`src/rtl/autoanim_multi.sv`:
```
// Multi-channel auto-animation tile counter: per-channel prescaled frame ticks step wrap/ping-pong/one-shot counters.
// Optional macro AUTOANIM_PINGPONG_EN enables true ping-pong (direction bit); otherwise mode 01 behaves as wrap.
module autoanim_multi #(
  parameter int CHANNELS = 2,
  parameter int SPEED_W  = 8,
  parameter int COUNT_W  = 3
) (
  input  logic                          CLK,
  input  logic                          RESETP,
  input  logic                          FRAME_TICK,
  input  logic [CHANNELS*SPEED_W-1:0]   AA_SPEED,
  input  logic [CHANNELS*2-1:0]         AA_MODE,
  input  logic [CHANNELS-1:0]           AA_RESTART,
  output logic [CHANNELS*COUNT_W-1:0]   AA_COUNT,
  output logic [CHANNELS-1:0]           AA_EVENT
);

  typedef enum logic [1:0] {
    MODE_WRAP    = 2'b00,
    MODE_PP      = 2'b01,
    MODE_ONESHOT = 2'b10,
    MODE_STOP    = 2'b11
  } aa_mode_e;

  localparam logic [COUNT_W-1:0] MAX = '1;

  for (genvar c = 0; c < CHANNELS; c++) begin : g_ch
    logic [SPEED_W-1:0] w_speed, r_p, w_p_nxt;
    logic [COUNT_W-1:0] r_c, w_c_nxt, w_inc, w_dec;
    logic               r_ev, w_ev_nxt;
    aa_mode_e           w_mode;
`ifdef AUTOANIM_PINGPONG_EN
    logic               r_d, w_d_nxt;
`endif

    assign w_speed = AA_SPEED[c*SPEED_W +: SPEED_W];
    assign w_mode  = aa_mode_e'(AA_MODE[c*2 +: 2]);
    assign w_inc   = r_c + COUNT_W'(1);
    assign w_dec   = r_c - COUNT_W'(1);

    // NOTE: every always_comb output gets a default first, so no path can infer a latch.
    always_comb begin
      w_p_nxt  = r_p;
      w_c_nxt  = r_c;
      w_ev_nxt = 1'b0;
`ifdef AUTOANIM_PINGPONG_EN
      w_d_nxt  = (w_mode == MODE_PP) ? r_d : 1'b0;
`endif
      if (AA_RESTART[c]) begin
        w_p_nxt = '0;
        w_c_nxt = '0;
`ifdef AUTOANIM_PINGPONG_EN
        w_d_nxt = 1'b0;
`endif
      end else if (FRAME_TICK && w_mode != MODE_STOP) begin
        if (r_p >= w_speed) begin
          w_p_nxt = '0;
          case (w_mode)
`ifdef AUTOANIM_PINGPONG_EN
            MODE_PP: begin
              if (!r_d) begin
                w_c_nxt = w_inc;
                w_d_nxt = (w_inc == MAX);
              end else begin
                w_c_nxt  = w_dec;
                w_d_nxt  = (w_dec != '0);
                w_ev_nxt = (w_dec == '0);
              end
            end
`endif
            MODE_ONESHOT: begin
              if (r_c != MAX) begin
                w_c_nxt  = w_inc;
                w_ev_nxt = (w_inc == MAX);
              end
            end
            default: begin
              // Wrap, and mode 01 when ping-pong is compiled out.
              w_c_nxt  = w_inc;
              w_ev_nxt = (r_c == MAX);
            end
          endcase
        end else begin
          w_p_nxt = r_p + SPEED_W'(1);
        end
      end
    end

    // NOTE: sequential state uses non-blocking assignments so all channels update from pre-edge values.
    always_ff @(posedge CLK) begin
      if (RESETP) begin
        r_p  <= '0;
        r_c  <= '0;
        r_ev <= 1'b0;
`ifdef AUTOANIM_PINGPONG_EN
        r_d  <= 1'b0;
`endif
      end else begin
        r_p  <= w_p_nxt;
        r_c  <= w_c_nxt;
        r_ev <= w_ev_nxt;
`ifdef AUTOANIM_PINGPONG_EN
        r_d  <= w_d_nxt;
`endif
      end
    end

    assign AA_COUNT[c*COUNT_W +: COUNT_W] = r_c;
    assign AA_EVENT[c]                    = r_ev;
  end

endmodule

```
`config.mk`:
```
export PLATFORM = sky130hd
export DESIGN_NAME = autoanim_multi
export DESIGN_NICKNAME = d
export VERILOG_FILES = /design/src/rtl/autoanim_multi.sv
export SDC_FILE = /design/constraint.sdc
export NUM_CORES = 1
export LEC_CHECK = 0
export CORE_UTILIZATION = 40
export DETAILED_ROUTE_END_ITERATION = 10
export HOLD_SLACK_MARGIN = 0.03
export PLACE_DENSITY_LB_ADDON = 0.2
export RECOVER_POWER = 50
export SLEW_MARGIN = 20
export SYNTH_ARGS = -nofsm -noshare
export SYNTH_HDL_FRONTEND = slang
export SYNTH_SLANG_ARGS = --single-unit
```
`constraint.sdc`:
```
create_clock -name CLK -period 2.85 [get_ports CLK]
set_input_delay 0.855 -clock CLK [delete_from_list [all_inputs] [get_ports CLK]]
set_output_delay 0.855 -clock CLK [all_outputs]
set_load 0.02 [all_outputs]
```
==> impl_metrics.tcl, run 1 <==
set metrics [dict create \
    total_power_mw 0.660 \
    seq_power_share_pct 51.4 \
    avgRoutedWirePerCell_um 11.0 \
    hold_buffers 0 \
    syn_avg_cell_area_sq_um 8.39 \
    nets 286 \
    totalWireLength_mm 3.11 \
    hold-path-endpoint "g_ch[0].r_c[2]" \
    outcome "finished, final reports clean" \
    p_leak_nw 0.939 \
    cts_resized 0 \
    relSlewSlack_pct 68.8 \
    cap_violations 0 \
    yosysSeqAreaShare_pct 29.2 \
    slew_viol_final 0 \
    min_period_ns 2.67 \
    min_path_type "reg2reg" \
    start_util_pct 43.3 \
    skew_ns 0.00751 \
    ir_drop_mv 0.301 \
    clk_latency_ns 0.26 \
    numPortBuffers 32 \
    ys_seq_elements 24 \
    grt_pass1_vias 1292 \
    intPower_mw 0.513 \
    fin_util_pct 55.2 \
    worst_slew_pin_slew_ns 0.462 \
    start_kind "primary input" \
    grt_usage_pct 16.3 \
    critPathKind "in2reg" \
    fin_crit_sh_pct 93.7 \
    vias_per_cell 5.08 \
    setup_violations 0 \
    dr.pass1.iters 4 \
    setup.worst_path.end_class "flip-flop" \
    synth_cell_type_count 41 \
    grt_max_degree 14 \
    io_pins 33 \
    rrSetupSlack_ns 0.72 \
    crit_arrival_ns 2.86 \
    overflow 0 \
    p_clk_share_pct 34.4 \
    hold_viol 0 \
    num_vias 1443 \
    p_switching_mw 0.146 \
    ff2ff_path_depth 7 \
    postCtsSetupBuffers 0 \
    postRouteAntennaNets 0 \
    cp_top_family "simple AND/OR/NAND/NOR gates" \
    rows 22 \
    cts_tree "yes" \
    antenna_found_initial 0 \
    die_x_um 66.1 \
    die-height_um 66.1 \
    tns_ns 0 \
    yosys_warnings 0 \
    crit_chain "clkdlybuf4s50_1 -> ha_1 -> nand2b_1 -> a2111oi_4 -> o211ai_2 -> or4_1 -> o211ai_2" \
    syn_area_sq_mm 0.00164 \
    cts_inserted_buffers 3 \
    num_antenna_cells 0 \
    path_max_fanout 4 \
    layout-drive-gt1-share_pct 7.20 \
    cts.clk_slew.worst_paths_ns 0.08 \
    r2r-start "g_ch[0].r_p[0]" \
    combPwrFrac_pct 14.2 \
    n_fill_cell 377 \
    p_sw_share_pct 22.2 \
    drc 0 \
    rr_endpoint "g_ch[0].r_p[7]" \
    hold_start "g_ch[0].r_c[2]" \
    critical_path_required_ns 3.04 \
    syn-instance-count 196 \
    crit_top_cell "o211ai_2" \
    cts_max_path_buffers 2 \
    power_density_mw_per_mm2 315 \
    syn_nets 245 \
    die_area_sq_mm 0.00437 \
    timing.fmax_mhz 375 \
    rsz0062_at_grt "no" \
    dp_hpwl_mm 2.58 \
    grt_first_pass_wirelength_mm 5.50 \
    cts-htree-levels 1 \
    clkSinkCount 24 \
    root_buffer "clkbuf_8" \
    min_path_cells 2 \
    core_sq_mm 0.00380 \
    crit_slowest_cell "or4_1" \
    cp_slowest_stage_delay_ns 0.50 \
    drt_iter0_drc 52 \
    timing.critical_path.buf_inv 1 \
    gp_congestion 0.779 \
    synthToLayoutAreaGrowth_pct 27.5 \
]
cells in the mapped netlist (all sizes together):
master | count | area (sq um)
o32ai | 1 | 8.76
nor3 | 3 | 15.0
a2111o | 1 | 11.3
a2111oi | 1 | 27.5
xor2 | 4 | 35.0
xnor2 | 1 | 8.76
a211oi | 1 | 7.51
inv | 19 | 71.3
nor2b | 5 | 31.3
o21ai | 14 | 70.1
o21a | 2 | 15.0
nand4b | 1 | 8.76
and3 | 5 | 31.3
or4 | 1 | 7.51
nor4 | 1 | 6.26
nor2 | 11 | 41.3
nand2 | 19 | 71.3
nor4b | 1 | 8.76
buf | 3 | 22.5
nand2b | 5 | 38.8
o211ai | 4 | 40.0
clkbuf | 1 | 3.75
ha | 24 | 300
a21oi | 10 | 50.1
or3b | 1 | 8.76
nand4 | 2 | 12.5
o21bai | 1 | 7.51
a31oi | 3 | 25.0
a21boi | 1 | 7.51
o31ai | 2 | 15.0
nand3 | 11 | 55.1
dfxtp | 24 | 480
or2 | 2 | 12.5
a22o | 5 | 43.8
or3 | 3 | 18.8
a21bo | 1 | 10.0
a22oi | 1 | 7.51
nand3b | 1 | 7.51
kinds of logic (layout without fill, tap and decap cells):
logic type | count (synthesis) | after routing | share of synthesized area [%]
compound gates | 48 | 48 | 21.1
simple gates | 72 | 72 | 22.8
flops | 24 | 24 | 29.2
fa+ha+maj | 24 | 24 | 18.3
buf+inv | 23 | 63 | 5.94
xor+xnor | 5 | 5 | 2.66
power by group through the flow:
stage                     registers, mW  clock network, mW  logic (mW)
after floorplan                   0.346                  0      0.0486
after global placement            0.347                  0      0.0973
after detailed placement          0.347                  0      0.0980
after CTS                         0.339              0.236      0.0981
after global routing              0.339              0.253       0.106
final                             0.339              0.227      0.0940
layout make-up:
class | instances | area, sq um | share of cell area [%]
sequential | 24 | 480 | 22.9
clock buffer | 4 | 55.1 | 2.63
multi-input combinational | 149 | 1050 | 50.2
timing repair buffer | 40 | 377 | 18.0
inverter | 19 | 71.3 | 3.40
tap | 48 | 60.1 | 2.87
worst max path at each step:
stage,start,to,slack (ns),cells past startpoint
2_1_floorplan,AA_SPEED[0],g_ch[0].r_p[7],0.38,6
3_3_place_gp,AA_SPEED[0],g_ch[0].r_p[7],-0.04,7
3_5_place_dp,AA_SPEED[0],g_ch[0].r_p[7],-0.07,7
4_1_cts,AA_SPEED[0],g_ch[0].r_p[7],0.21,7
5_1_grt,AA_SPEED[0],g_ch[0].r_p[7],0.08,7
6_report,AA_SPEED[0],g_ch[0].r_p[7],0.18,7
tightest hold or removal path: cells and delay by family, from the launching register on:
kind / cells / cell delay (ns)
and+or+nand+nor: 1 / 0.05
DFF: 1 / 0.33
AOI/OAI and AO/OA: 1 / 0.06
metrics by stage:
| stage | instance area (sq um) | instances | hold WS (ns) | setup WS [ns] |
|---|---|---|---|---|
| floorplan | 1640 | 196 | 0.468 | 0.382 |
| global placement | 2060 | 280 | 0.477 | -0.0389 |
| detailed placement | 2060 | 280 | 0.476 | -0.0691 |
| CTS | 2110 | 284 | 0.492 | 0.206 |
| global route | 2100 | 284 | 0.534 | 0.0780 |
| finish | 2100 | 284 | 0.478 | 0.180 |
layer usage:
layer | GRT usage (%) | routed length (um)
met5 | 0 | 0
met4 | 3.99 | 26
met3 | 4.83 | 139
met2 | 26.5 | 1330
met1 | 21.0 | 1620
state kept, by name (all words and copies together) (netlist names):
name	cells
g_ch.r_p	16
g_ch.r_c	6
g_ch.r_ev	2
layout by cell type (no fill, tap or decap), types with 5 or more instances in the layout:
cell,synthesis,layout
nand3_1,11,11
dfxtp_1,24,24
a21oi_1,10,10
dlygate4sd3_1,0,9
a22o_1,5,5
nor2b_1,5,5
nor2_1,11,11
buf_4,3,7
clkdlybuf4s50_1,0,23
inv_1,19,19
nand2b_1,4,5
o21ai_0,14,14
nand2_1,19,19
and3_1,5,5
ha_1,24,24
Power figures use the tool's default switching activity.
==> run 2, diff against run 1 <==
--- a/config.mk
+++ b/config.mk
@@ -10,6 +10,8 @@
 export HOLD_SLACK_MARGIN = 0.03
 export PLACE_DENSITY_LB_ADDON = 0.2
 export RECOVER_POWER = 50
+export SETUP_SLACK_MARGIN = 0.05
+export SKIP_LAST_GASP = 1
 export SLEW_MARGIN = 20
 export SYNTH_ARGS = -nofsm -noshare
 export SYNTH_HDL_FRONTEND = slang
==> results of run 2 <==
Final layout, timing and power as in run 1 (identical DEF).
